==> config.mk <==
export PLATFORM = sky130hd
export DESIGN_NAME = draw_cmd
export DESIGN_NICKNAME = d
export VERILOG_FILES = /design/src/rtl/draw_cmd.sv
export SDC_FILE = /design/constraint.sdc
export NUM_CORES = 1
export LEC_CHECK = 0
export CAP_MARGIN = 0
export CORE_MARGIN = 8
export CORE_UTILIZATION = 40
export DETAILED_ROUTE_END_ITERATION = 7
export PLACE_DENSITY = 0.71
export REMOVE_ABC_BUFFERS = 1
export SLEW_MARGIN = 20
export SYNTH_ARGS = -nofsm -noshare
export SYNTH_HDL_FRONTEND = slang
export SYNTH_SLANG_ARGS = --single-unit
export TNS_END_PERCENT = 100
==> constraint.sdc <==
create_clock -name clk -period 5.15 [get_ports clk]
set_input_delay 1.03 -clock clk [delete_from_list [all_inputs] [get_ports clk]]
set_output_delay 1.03 -clock clk [all_outputs]
set_load 0.005 [all_outputs]
==> src/rtl/draw_cmd.sv <==
`default_nettype none
// ============================================================================
// Module      : draw_cmd
// Description : Sequences CHIP-8 DXYN / 00E0 instructions from the CPU into
//               the draw engine, accumulates sprite collision and returns a
//               VF writeback plus a done handshake.
// Revision    : 1.0
// ============================================================================
module draw_cmd #(
  parameter int ARM_CYCLES   = 2,
  parameter int DRAIN_CYCLES = 2,
  parameter int CLS_CYCLES   = 2050
) (
  input  logic        clk,
  input  logic        rst_n,
  input  logic        req,
  input  logic        cls_req,
  input  logic [7:0]  vx,
  input  logic [7:0]  vy,
  input  logic [3:0]  n,
  input  logic [15:0] i_reg,
  output logic        done,
  output logic        vf_we,
  output logic [7:0]  vf_d,
  output logic        active,
  output logic        draw_en,
  output logic        draw_cls_en,
  output logic [15:0] draw_I,
  output logic [10:0] draw_start_pix,
  output logic [3:0]  draw_nibbles,
  input  logic        draw_busy,
  input  logic        draw_col
);

  // Counter is sized for the longest of the three wait phases.
  localparam int MAX_A   = (ARM_CYCLES > DRAIN_CYCLES) ? ARM_CYCLES : DRAIN_CYCLES;
  localparam int MAX_CYC = (MAX_A > CLS_CYCLES) ? MAX_A : CLS_CYCLES;
  localparam int CNT_W   = $clog2(MAX_CYC + 1);

  typedef enum logic [2:0] {
    IDLE     = 3'd0,
    ISSUE    = 3'd1,
    ARM      = 3'd2,
    WAIT     = 3'd3,
    DRAIN    = 3'd4,
    CLS_WAIT = 3'd5,
    DONE     = 3'd6
  } state_t;

  state_t           state;
  logic [CNT_W-1:0] cnt;
  logic             collision;

  // Upper coordinate bits are discarded: the screen wraps modulo 64x32.
  logic unused_coord_bits;
  assign unused_coord_bits = &{1'b0, vx[7:6], vy[7:5]};

  // Active is a pure decode of the state register.
  assign active = (state != IDLE);

  // Command sequencer: operand latch, engine pulses, collision accumulation
  // and the completion handshake, all registered.
  always_ff @(posedge clk or negedge rst_n) begin
    if (!rst_n) begin
      state          <= IDLE;
      cnt            <= '0;
      collision      <= 1'b0;
      done           <= 1'b0;
      vf_we          <= 1'b0;
      vf_d           <= 8'h00;
      draw_en        <= 1'b0;
      draw_cls_en    <= 1'b0;
      draw_I         <= 16'h0000;
      draw_start_pix <= 11'h000;
      draw_nibbles   <= 4'h0;
    end else begin
      // Pulses default low; each is raised only on the transition into the
      // state where it must be seen.
      draw_en     <= 1'b0;
      draw_cls_en <= 1'b0;
      done        <= 1'b0;
      vf_we       <= 1'b0;
      vf_d        <= 8'h00;

      case (state)
        IDLE: begin
          if (cls_req) begin
            // Clear wins over a simultaneous draw; the draw is picked up
            // after the clear's done because req stays held.
            draw_cls_en <= 1'b1;
            cnt         <= CNT_W'(CLS_CYCLES - 1);
            state       <= CLS_WAIT;
          end else if (req) begin
            if (n == 4'h0) begin
              // Zero-height sprite: nothing to draw, report no collision.
              collision <= 1'b0;
              done      <= 1'b1;
              vf_we     <= 1'b1;
              state     <= DONE;
            end else begin
              // Operands are latched here so they are valid alongside the
              // draw_en pulse and held until the next issue.
              draw_en        <= 1'b1;
              draw_I         <= i_reg;
              draw_start_pix <= {vy[4:0], vx[5:0]};
              draw_nibbles   <= n;
              state          <= ISSUE;
            end
          end
        end

        ISSUE: begin
          collision <= 1'b0;
          cnt       <= CNT_W'(ARM_CYCLES - 1);
          state     <= ARM;
        end

        ARM: begin
          // Busy from the engine is not yet valid here.
          collision <= collision | draw_col;
          if (cnt == '0) begin
            state <= WAIT;
          end else begin
            cnt <= cnt - CNT_W'(1);
          end
        end

        WAIT: begin
          // Busy may be stretched by vsync; wait as long as it takes.
          collision <= collision | draw_col;
          if (!draw_busy) begin
            cnt   <= CNT_W'(DRAIN_CYCLES - 1);
            state <= DRAIN;
          end
        end

        DRAIN: begin
          // col lags busy through the engine pipeline and self-clears, so
          // keep sampling it and make the result sticky.
          collision <= collision | draw_col;
          if (cnt == '0) begin
            done  <= 1'b1;
            vf_we <= 1'b1;
            vf_d  <= {7'b0, collision | draw_col};
            state <= DONE;
          end else begin
            cnt <= cnt - CNT_W'(1);
          end
        end

        CLS_WAIT: begin
          // The engine's busy does not cover clears, so time it out.
          if (cnt == '0) begin
            done  <= 1'b1;
            state <= DONE;
          end else begin
            cnt <= cnt - CNT_W'(1);
          end
        end

        DONE: begin
          state <= IDLE;
        end

        default: begin
          state <= IDLE;
        end
      endcase
    end
  end

endmodule
`default_nettype wire

==> summary.txt <==
Status
  • Status: completed

Floorplan
  • Core Rows: 29
  • Die height: ~97 µm
  • Initial Util: roughly two fifths
  • Core ar.: 6350 µm²
  • Die Footprint: 9390 µm²
  • Chip Width: 96.9 µm
  • Ports: 86

Worst setup path
  • Reg2Reg Setup Slack: roughly 2800 ps
  • Critical Path RT: between 4000 and 5000 ps
  • RR Startpoint: state[2]$_DFFE_PN0P_
  • Crit-path cells: or3_1 > clkdlybuf4s50_1
  • CP Buf/Inv Count: 1
  • Setup CP Type: flop to output port
  • Delay-heaviest family, CP: flip-flops
  • Setup crit end kind: output port
  • Worst r2r dst: draw_I[2]$_DFFE_PN0P_
  • CP max-delay cell: dfrtp_1
  • Crit-path max cell delay: roughly 580 ps
  • R2R cell count: 4
  • CP Max Fanout: 19
  • CP arrival: about 1900 ps
  • CP startpoint kind: flop

STA
  • Fin crit period: 2950 ps
  • Setup TNS: 0 ps
  • Setup Skew: between 7 and 8 ps
  • Tcrit/Tclk final: a little under three fifths
  • RSZ-0062 raised after global routing: false
  • Fin Hold WS: about 490 ps
  • Final hold vios: 0
  • Slew @ Worst Pin: about 750 ps
  • Peak Freq: approximately 340 MHz
  • Pins Over Slew Limit: 0
  • # setup viols final: 0
  • Slew headroom: 49.3%

Final layout
  • Final instance area: ~3400 µm²
  • Diodes inserted: 0
  • Share of layout cells above drive strength 1: 14.4%
  • Layout Cells excl Fill: around 360
  • FILL cells: between 500 and 600
  • Final Net Count: 327
  • Area grow syn2layout: 30.7%
  • Finished Core Util: 53.9%

Drt
  • Post-detailed-route wirelength per cell: 17.1 µm
  • DR vias/cell: 5.30
  • Post-route ant nets: 0
  • Routed WL: just over 6 mm
  • Initial DRC Count: 133
  • DRC: 0
  • 1st-pass router iterations: 4
  • Via Count: around 1,900

Clock network
  • Postcts setup bufs: 0
  • Post-CTS sizing: 0
  • Num Clock Sinks: 52
  • Root buffer cell: clkbuf_8
  • Num CTS Buffers: 5
  • Maximum clock path buffer count: 2
  • Hold_buf cts: 0
  • H-Tree Depth: 2
  • Clk pin slew, worst setup/hold paths: 90 ps
  • Clk_lat worst skew: 300 ps
  • CTS tree: done

Synthesis
  • EDFF count, synth: 0
  • Syn. warnings: 0
  • Post-synth top cells: 52 x dfrtp_1, 29 x mux2_4, 13 x nand2_1
  • Post-synth top flop: dfrtp_1
  • Sequential share of the synthesized area: 49.7%
  • Top cell type's share of synthesized area: between 40% and 50%
  • Avg Inst Size Synth: between 10 and 15 µm²
  • Synth cell types: 45
  • Synth top area cells: dfrtp_1 50%, mux2_4 17%, nand2b_1 2.4%
  • Syn Inst Count: between 200 and 250
  • Post-Syn Area: about 2600 µm²
  • Async set-or-reset flop fraction in the synthesized netlist: between 90% and 100%
  • Count leader, synth: dfrtp_1
  • Area leader, netlist: dfrtp_1
  • Synth Register Bits: 52

Power and ir drop
  • Leak: roughly 0.0015 µW
  • Highest ir drop seen on vdd: between 0.2 and 0.3 mV
  • Cell Pwr Density: approximately 540 nW/µm²

GRT
  • Vias in the first global route: about 1,900
  • Largest net degree at the start of global routing: 53
  • Initial antenna violation count: 0
  • GR Util All Layers: between 10% and 20%
  • Overflow after GRT: 0
  • Global-route wire length before repair: between 10 and 15 mm

Place
  • Post-DP HPWL: about 4.6 mm
  • Final RePlAce weighted congestion: ~0.85
  • Placed Cells incl. Taps: 354
  • IO Port Bufs: 73
  • Placed Instance Area: 3340 µm²

Hold path
  • End of the worst hold path: draw_I[3]$_DFFE_PN0P_
  • Hold depth: 1
  • HP Class: flop to flop
  • Hold path startpoint: draw_I[3]$_DFFE_PN0P_

Job
  • Maxcap violations: 0
[per-stage QoR]
step                      worst slack [ps]  power (µW)
after detailed placement              2180        1650
after global routing                  2100        1990
after global placement                2200        1620
final                                 2200        1850
after floorplan                       2250        1210
after CTS                             2180        1880
[report_power, final]
part / switching, µW / internal [µW] / total, µW
Combinational: 346 / 556 / 902
Sequential: 147 / 582 / 729
Clock: 129 / 92.3 / 221
Total: 621 / 1230 / 1850
[placed cells by master (no fill, tap or decap), drive strengths merged, types with 2 or more instances in the layout]
master         synthesis  routed
o221ai                 2       2
a211oi                 3       3
nor3                   5       5
nand3                  2       2
or3                    5       5
buf                   14       3
nor4b                  4       4
dfrtp                 52      52
nor2b                  3       3
conb                   1       7
inv                    7       7
o31ai                  5       5
nor2                   6       6
o21ai                  3       3
a21oi                  9       9
or4                    3       3
nor4                   4       4
a21o                   4       4
clkdlybuf4s50          0      72
nand2                 13      13
mux2                  31      31
clkbuf                 5       5
nand4                  2       2
mux2i                  6       6
nand2b                10      10
[area by class of cell]
type | count | area [µm²] | share of cell area (%)
Clock inverter | 2 | 12.5 | 0.366
Tap cell | 77 | 96.3 | 2.82
Inverter | 7 | 26.3 | 0.768
Multi-Input combinational cell | 143 | 1180 | 34.4
Clock buffer | 5 | 68.8 | 2.01
Sequential cell | 52 | 1300 | 38.0
Timing Repair Buffer | 75 | 741 | 21.6
[state kept, by name (all words and copies together), names as in the netlist]
name	cells
draw_I	16
cnt	12
draw_start_pix	11
draw_nibbles	4
state	3
collision	1
done	1
draw_cls_en	1
draw_en	1
vf_d	1
vf_we	1
[worst register-to-register path: cells and delay by family, from the launching register on]
kind / cells / cell delay, ps
muxes: 1 / 400
and+or+nand+nor: 2 / 760
buffers and inverters: 1 / 500
DFF: 1 / 580
[kinds of logic after synthesis]
logic type / Yosys count / share of synthesized area [%]
compound gates: 36 / 9.75
buf+inv: 26 / 6.26
fa+ha+maj: 1 / 0.478
flops: 52 / 49.7
other cells: 1 / 0.143
mux: 37 / 19.8
simple gates: 61 / 13.6
xor+xnor: 1 / 0.335
[metal layers]
metal	track usage (%)	share of wire (%)	vias to the layer above
li1	-	-	905
met1	17.3	48	929
met2	19.9	44	73
met3	4.98	7.4	5
met4	3.55	1.0	0
met5	0	0	-
[worst max path at each step]
stage                                    start                    end  slack [ps]  depth (start not counted)
after detailed placement                  n[1]  draw_I[2]$_DFFE_PN0P_        2180                          5
after CTS                 state[2]$_DFFE_PN0P_                 active        2180                          2
after global routing      state[2]$_DFFE_PN0P_                 active        2100                          2
after global placement                    n[1]  draw_I[2]$_DFFE_PN0P_        2200                          5
final                     state[2]$_DFFE_PN0P_                 active        2200                          2
after floorplan                        cls_req  draw_I[2]$_DFFE_PN0P_        2250                          3
No activity file was read; power rests on OpenSTA's default activity.
